$ cat src/rtl/fp16_neuron_acc.sv
// Sequential FP16 accumulator: bias plus a stream of product terms, summed by a
// two-stage truncating, flush-to-zero adder, and held on a valid/ready output.
module fp16_neuron_acc (
    input  logic        clk,
    input  logic        rst,
    input  logic        in_valid,
    output logic        in_ready,
    input  logic [15:0] in_data,
    input  logic        in_last,
    input  logic [15:0] bias,
    output logic        out_valid,
    input  logic        out_ready,
    output logic [15:0] out_data
);
    typedef enum logic [1:0] {S_IDLE, S_ALIGN, S_NORM, S_OUT} state_t;

    state_t      state_q, state_d;
    logic        first_q, first_d;
    logic        accept;
    logic        last_q;
    logic [15:0] opa_q, opb_q, acc_q;

    logic        spec_q, spec_d;
    logic [15:0] spec_val_q, spec_val_d;
    logic        sign_q, sign_d;
    logic        sub_q, sub_d;
    logic [4:0]  eb_q, eb_d;
    logic [13:0] mb_q, mb_d;
    logic [13:0] ms_q, ms_d;
    logic [15:0] res_d;

    function automatic logic is_nan(input logic [15:0] x);
        return (x[14:10] == 5'h1F) && (x[9:0] != 10'd0);
    endfunction

    function automatic logic is_inf(input logic [15:0] x);
        return (x[14:10] == 5'h1F) && (x[9:0] == 10'd0);
    endfunction

    function automatic logic [15:0] ftz(input logic [15:0] x);
        return (x[14:10] == 5'd0) ? {x[15], 15'd0} : x;
    endfunction

    function automatic logic [13:0] sig14(input logic [15:0] x);
        return (x[14:10] == 5'd0) ? 14'd0 : {1'b1, x[9:0], 3'b000};
    endfunction

    // Shifted-out bits collapse into bit 0 so a later truncation still rounds toward zero.
    function automatic logic [13:0] align_rz(input logic [13:0] m, input logic [4:0] diff);
        logic [3:0]  sh;
        logic [13:0] mask;
        sh   = (diff > 5'd14) ? 4'd14 : diff[3:0];
        mask = 14'((15'd1 << sh) - 15'd1);
        return (m >> sh) | {13'd0, |(m & mask)};
    endfunction

    function automatic logic [3:0] lzc14(input logic [13:0] m);
        logic [3:0] n;
        n = 4'd0;
        for (int i = 0; i < 14; i++) begin
            if (m[i]) n = 4'(13 - i);
        end
        return n;
    endfunction

    function automatic logic [15:0] pack_rz(input logic s, input logic signed [6:0] e,
                                            input logic [9:0] frac);
        if (e >= 7'sd31) return {s, 5'h1F, 10'd0};
        if (e <= 7'sd0)  return 16'h0000;
        return {s, e[4:0], frac};
    endfunction

    always_ff @(posedge clk) begin
        if (rst) begin
            state_q <= S_IDLE;
            first_q <= 1'b1;
            acc_q   <= 16'h0000;
        end else begin
            state_q <= state_d;
            first_q <= first_d;
            if (state_q == S_NORM) acc_q <= res_d;
        end
    end

    always_comb begin
        state_d = state_q;
        first_d = first_q;
        case (state_q)
            S_IDLE: begin
                if (accept) begin
                    state_d = S_ALIGN;
                    first_d = 1'b0;
                end
            end
            S_ALIGN: state_d = S_NORM;
            S_NORM:  state_d = last_q ? S_OUT : S_IDLE;
            S_OUT: begin
                if (out_ready) begin
                    state_d = S_IDLE;
                    first_d = 1'b1;
                end
            end
            default: state_d = S_IDLE;
        endcase
    end

    always_comb begin
        in_ready  = (state_q == S_IDLE) && !rst;
        out_valid = (state_q == S_OUT);
        accept    = in_valid && in_ready;
    end

    assign out_data = acc_q;

    // Operand capture at acceptance, stage-1 results captured at the end of ALIGN.
    always_ff @(posedge clk) begin
        if (accept) begin
            opa_q  <= first_q ? bias : acc_q;
            opb_q  <= in_data;
            last_q <= in_last;
        end
        if (state_q == S_ALIGN) begin
            spec_q     <= spec_d;
            spec_val_q <= spec_val_d;
            sign_q     <= sign_d;
            sub_q      <= sub_d;
            eb_q       <= eb_d;
            mb_q       <= mb_d;
            ms_q       <= ms_d;
        end
    end

    always_comb begin
        logic [15:0] fa, fb, big, sml;
        logic        swap;
        fa   = ftz(opa_q);
        fb   = ftz(opb_q);
        swap = fb[14:0] > fa[14:0];
        big  = swap ? fb : fa;
        sml  = swap ? fa : fb;
        sign_d = big[15];
        sub_d  = big[15] ^ sml[15];
        eb_d   = big[14:10];
        mb_d   = sig14(big);
        ms_d   = align_rz(sig14(sml), big[14:10] - sml[14:10]);
        spec_d     = 1'b0;
        spec_val_d = 16'h0000;
        if (is_nan(opa_q) || is_nan(opb_q) ||
            (is_inf(opa_q) && is_inf(opb_q) && (opa_q[15] != opb_q[15]))) begin
            spec_d     = 1'b1;
            spec_val_d = 16'h7E00;
        end else if (is_inf(opa_q)) begin
            spec_d     = 1'b1;
            spec_val_d = opa_q;
        end else if (is_inf(opb_q)) begin
            spec_d     = 1'b1;
            spec_val_d = opb_q;
        end
    end

    always_comb begin
        logic [14:0]        sum;
        logic [13:0]        norm;
        logic [3:0]         lz;
        logic signed [6:0]  e_carry, e_norm;
        sum     = sub_q ? ({1'b0, mb_q} - {1'b0, ms_q}) : ({1'b0, mb_q} + {1'b0, ms_q});
        lz      = lzc14(sum[13:0]);
        norm    = sum[13:0] << lz;
        e_carry = $signed({2'b00, eb_q}) + 7'sd1;
        e_norm  = $signed({2'b00, eb_q}) - $signed({3'b000, lz});
        if (spec_q)
            res_d = spec_val_q;
        else if (sum == 15'd0)
            res_d = 16'h0000;
        else if (sum[14])
            res_d = pack_rz(sign_q, e_carry, 10'(sum >> 4));
        else
            res_d = pack_rz(sign_q, e_norm, 10'(norm >> 3));
    end
endmodule

$ cat config.mk
export PLATFORM = sky130hd
export DESIGN_NAME = fp16_neuron_acc
export DESIGN_NICKNAME = d
export VERILOG_FILES = /design/src/rtl/fp16_neuron_acc.sv
export SDC_FILE = /design/constraint.sdc
export NUM_CORES = 1
export LEC_CHECK = 0
export CAP_MARGIN = 10
export CORE_AREA = 2 2 203 105
export DETAILED_ROUTE_END_ITERATION = 16
export DIE_AREA = 0 0 205 107
export PLACE_DENSITY = 0.64
export SYNTH_ARGS = -nofsm -noshare
export SYNTH_HDL_FRONTEND = slang
export SYNTH_SLANG_ARGS = --single-unit
$ cat constraint.sdc
create_clock -name clk -period 14.3 [get_ports clk]
set_input_delay 2.86 -clock clk [delete_from_list [all_inputs] [get_ports clk]]
set_output_delay 2.86 -clock clk [all_outputs]
set_load 0.02 [all_outputs]
==> impl_metrics.csv <==
group,metric,value,unit
logic_synthesis,synth_top_family_by_area,"compound AO/OA/AOI/OAI gates",
logic_synthesis,synth_xor_area_share,3.40,%
global_routing,grt_pass1_wl,37100,um
clock_tree,cts_tree,"built",
min_path,min_from,"out_data[0]",
clock_tree,cts-root-buf,"clkbuf_16",
critical_path,path_class,"input port to primary output",
logic_synthesis,synth.top_cell.area_share,31.0,%
logic_synthesis,synth-simple-area-share,19.7,%
flow_run,cap_violations,0,
logic_synthesis,synth_top_area_cell,"edfxtp_1",
route,drt-total-wl,23900,um
clock_tree,cts-resized-gates,0,
sta,fmax,0.132,GHz
floorplan,die_h,107,um
logic_synthesis,avgSynthCellArea,8.99,um2
route,post_drt_wl_per_cell,19.9,um
sta,fin_crit_sh,53.2,%
power_and_ir_drop,power.density,129,nW/um2
critical_path,cp_max_fo,20,
logic_synthesis,async_reset_ff_share,0,%
logic_synthesis,synth_seq_cells,101,
sta,rsz0062_at_grt,"no",
critical_path,cp-end-kind,"primary output",
route,vias_per_cell,5.82,
logic_synthesis,synthFlopType,"edfxtp_1",
critical_path,worstPathRequired,11.44,ns
layout,mostFrequentLayoutCells,"90 x nor2_1, 84 x nand2_1, 82 x edfxtp_1",
clock_tree,clock_latency,0.35,ns
sta,setup-violations-final,0,
layout,final_common_cell,"nor2_1",
sta,worst-slew-pin-transition,1.15,ns
logic_synthesis,synth_compound_area_share,21.6,%
route,vias,6978,
logic_synthesis,synthTopCellsByArea,"edfxtp_1 31%, ha_1 6.0%, dfxtp_1 4.8%",
global_routing,grt_antenna_before_repair,0,
layout,final_nets,997,
critical_path,crit_path_start_kind,"input port",
clock_tree,htreeDepth,3,
clock_tree,clockBufferDepth,2,
min_path,hold_class,"flip-flop to flip-flop",
sta,setup_tns,0,ns
placed_design,dpl.hpwl,18400,um
layout,fillerInstances,1932,
critical_path,crit_arrival,4.74,ns
layout,finalNonFillerCells,1199,
global_routing,grt_start_max_net_pins,53,
route,first_pass_iters,6,
logic_synthesis,synthAdderAreaFrac,6.23,%
logic_synthesis,yosysWarnings,0,
floorplan,ios,55,
logic_synthesis,ys_seq_area_share,35.8,%
global_routing,grt_pass1_vias,6433,
floorplan,core,20200,um2
route,initialDrtViolationCount,870,
clock_tree,clk_pin_slew,0.08,ns
clock_tree,clkSinkCount,101,
power_and_ir_drop,leakage,3.44,nW
clock_tree,numCtsBuffers,9,
placed_design,port_buffers,54,
layout,diodes,0,
route,drc,0,
sta,maxSlewViolCount,0,
route,antenna_left,0,
critical_path,startpoint,"rst",
floorplan,die-width,205,um
floorplan,die-area,21900,um2
logic_synthesis,ys_types,95,
critical_path,r2r-start,"ms_q[0]",
placed_design,place_congestion,0.988,
logic_synthesis,synth_mux_area_share,8.42,%
floorplan,rows,37,
global_routing,grt.total_usage,22.3,%
floorplan,start_util,39.4,%
run_status,status,"finished clean",
sta,finClkSkew,0.0116,ns
clock_tree,cts_setup_buffers,0,
power_and_ir_drop,ir_drop,0.0634,mV
sta,finalHoldViolCount,0,
sta,relSlewSlack,22.4,%
global_routing,gr-total-overflow,0,
placed_design,dp.cells,1183,
logic_synthesis,synthCells,884,
clock_tree,cts_hold_buf,0,
layout,drive_gt1_share,9.94,%
layout,area_delta_synth_final,13.9,%
logic_synthesis,synth_edf_count,82,
logic_synthesis,syn-cell-area,7950,um2
sta,fin_crit,7.60,ns
-- worst max-delay path, cell delays in order --
cell and delay, ns:
clkdlybuf4s50_1 0.84, nor3_1 0.38, clkdlybuf4s50_1 0.66
-- synthesized netlist by cell type (4+ instances only) --
master     n
nand4_1    5
dfxtp_1   19
nand3b_1   4
nand2b_1  11
o22ai_1   12
a21o_1     7
a31oi_1    8
inv_1     47
and3_1    10
nor2b_1   12
o31a_1     4
nor3_1    25
clkbuf_1  28
o21ai_1    4
mux2i_1   32
buf_2      7
nand2_1   84
a211oi_1  15
or4_1      4
and2_1     5
o211ai_1   4
xnor2_1   22
ha_1      38
o31ai_1    8
mux2_2    30
nor4_1     9
a22oi_1    5
nand3_1   32
o21ai_0   44
a221oi_1  10
xor2_1     7
a211o_1    5
a21oi_1   60
nor2_1    91
edfxtp_1  82
or2_2      5
a311oi_1   6
-- registers in the layout, indices dropped and copies added, names as in the netlist --
register	flops
opa_q	16
opb_q	16
out_data	16
spec_val_q	16
ms_q	14
mb_q	11
eb_q	5
state_q	2
first_q	1
last_q	1
sign_q	1
spec_q	1
sub_q	1
-- where the power goes --
group	internal, W	switching (W)
Clock	0.000141	0.000123
Sequential	0.000345	0.0000234
Combinational	0.000201	0.000339
Total	0.000686	0.000485
-- path summary, 6_finish.rpt --
path                  to  slack [ns]  depth (start not counted)
max             in_ready        6.70                          3
min          out_data[0]        0.52                          2
max reg2reg  out_data[6]        6.74                         27
min reg2reg  out_data[0]        0.52                          2
-- layout make-up --
class                           count  area [um2]  share of cell area, %
Clock buffer                        9         225                   2.49
Clock inverter                      7        93.8                   1.04
Inverter                           49         186                   2.06
Multi-Input combinational cell    699        4770                   52.7
Sequential cell                   101        2840                   31.4
Tap cell                          273         342                   3.77
Timing Repair Buffer               61         593                   6.55
-- cell families (layout without fill, tap and decap cells) --
group                      after synthesis  in the layout
xor gates and xnor gates                30             30
muxes                                   63             63
buffers and inverters                   92            126
AOI/OAI and AO/OA                      240            240
and+or+nand+nor                        318            318
other                                    1              9
adders and majority gates               39             39
DFF                                    101            101
-- through the flow --
stage / cell area [um2] / worst slack, ns / hold WS, ns / util, % / total power [W]
2_1_floorplan: 7980 / 8.09 / 0.516 / - / 0.000756
3_3_place_gp: 8740 / 6.75 / 0.510 / 43.3 / 0.000896
3_5_place_dp: 8740 / 6.72 / 0.510 / 43.3 / 0.000891
4_1_cts: 9060 / 6.71 / 0.522 / 44.9 / 0.00116
5_1_grt: 9060 / 6.12 / 0.543 / 44.9 / 0.00124
6_report: 9060 / 6.70 / 0.519 / 44.9 / 0.00117
-- routing by layer --
| metal | vias up | global-route usage, % | wire length [um] |
|---|---|---|---|
| met4 | 0 | 3.55 | 201 |
| met2 | 304 | 27.4 | 8330 |
| li1 | 3385 | - | - |
| met5 | - | 0 | 0 |
| met3 | 17 | 9.03 | 3120 |
| met1 | 3272 | 35.2 | 12200 |
Note: power is estimated with default switching activity, not from simulation.
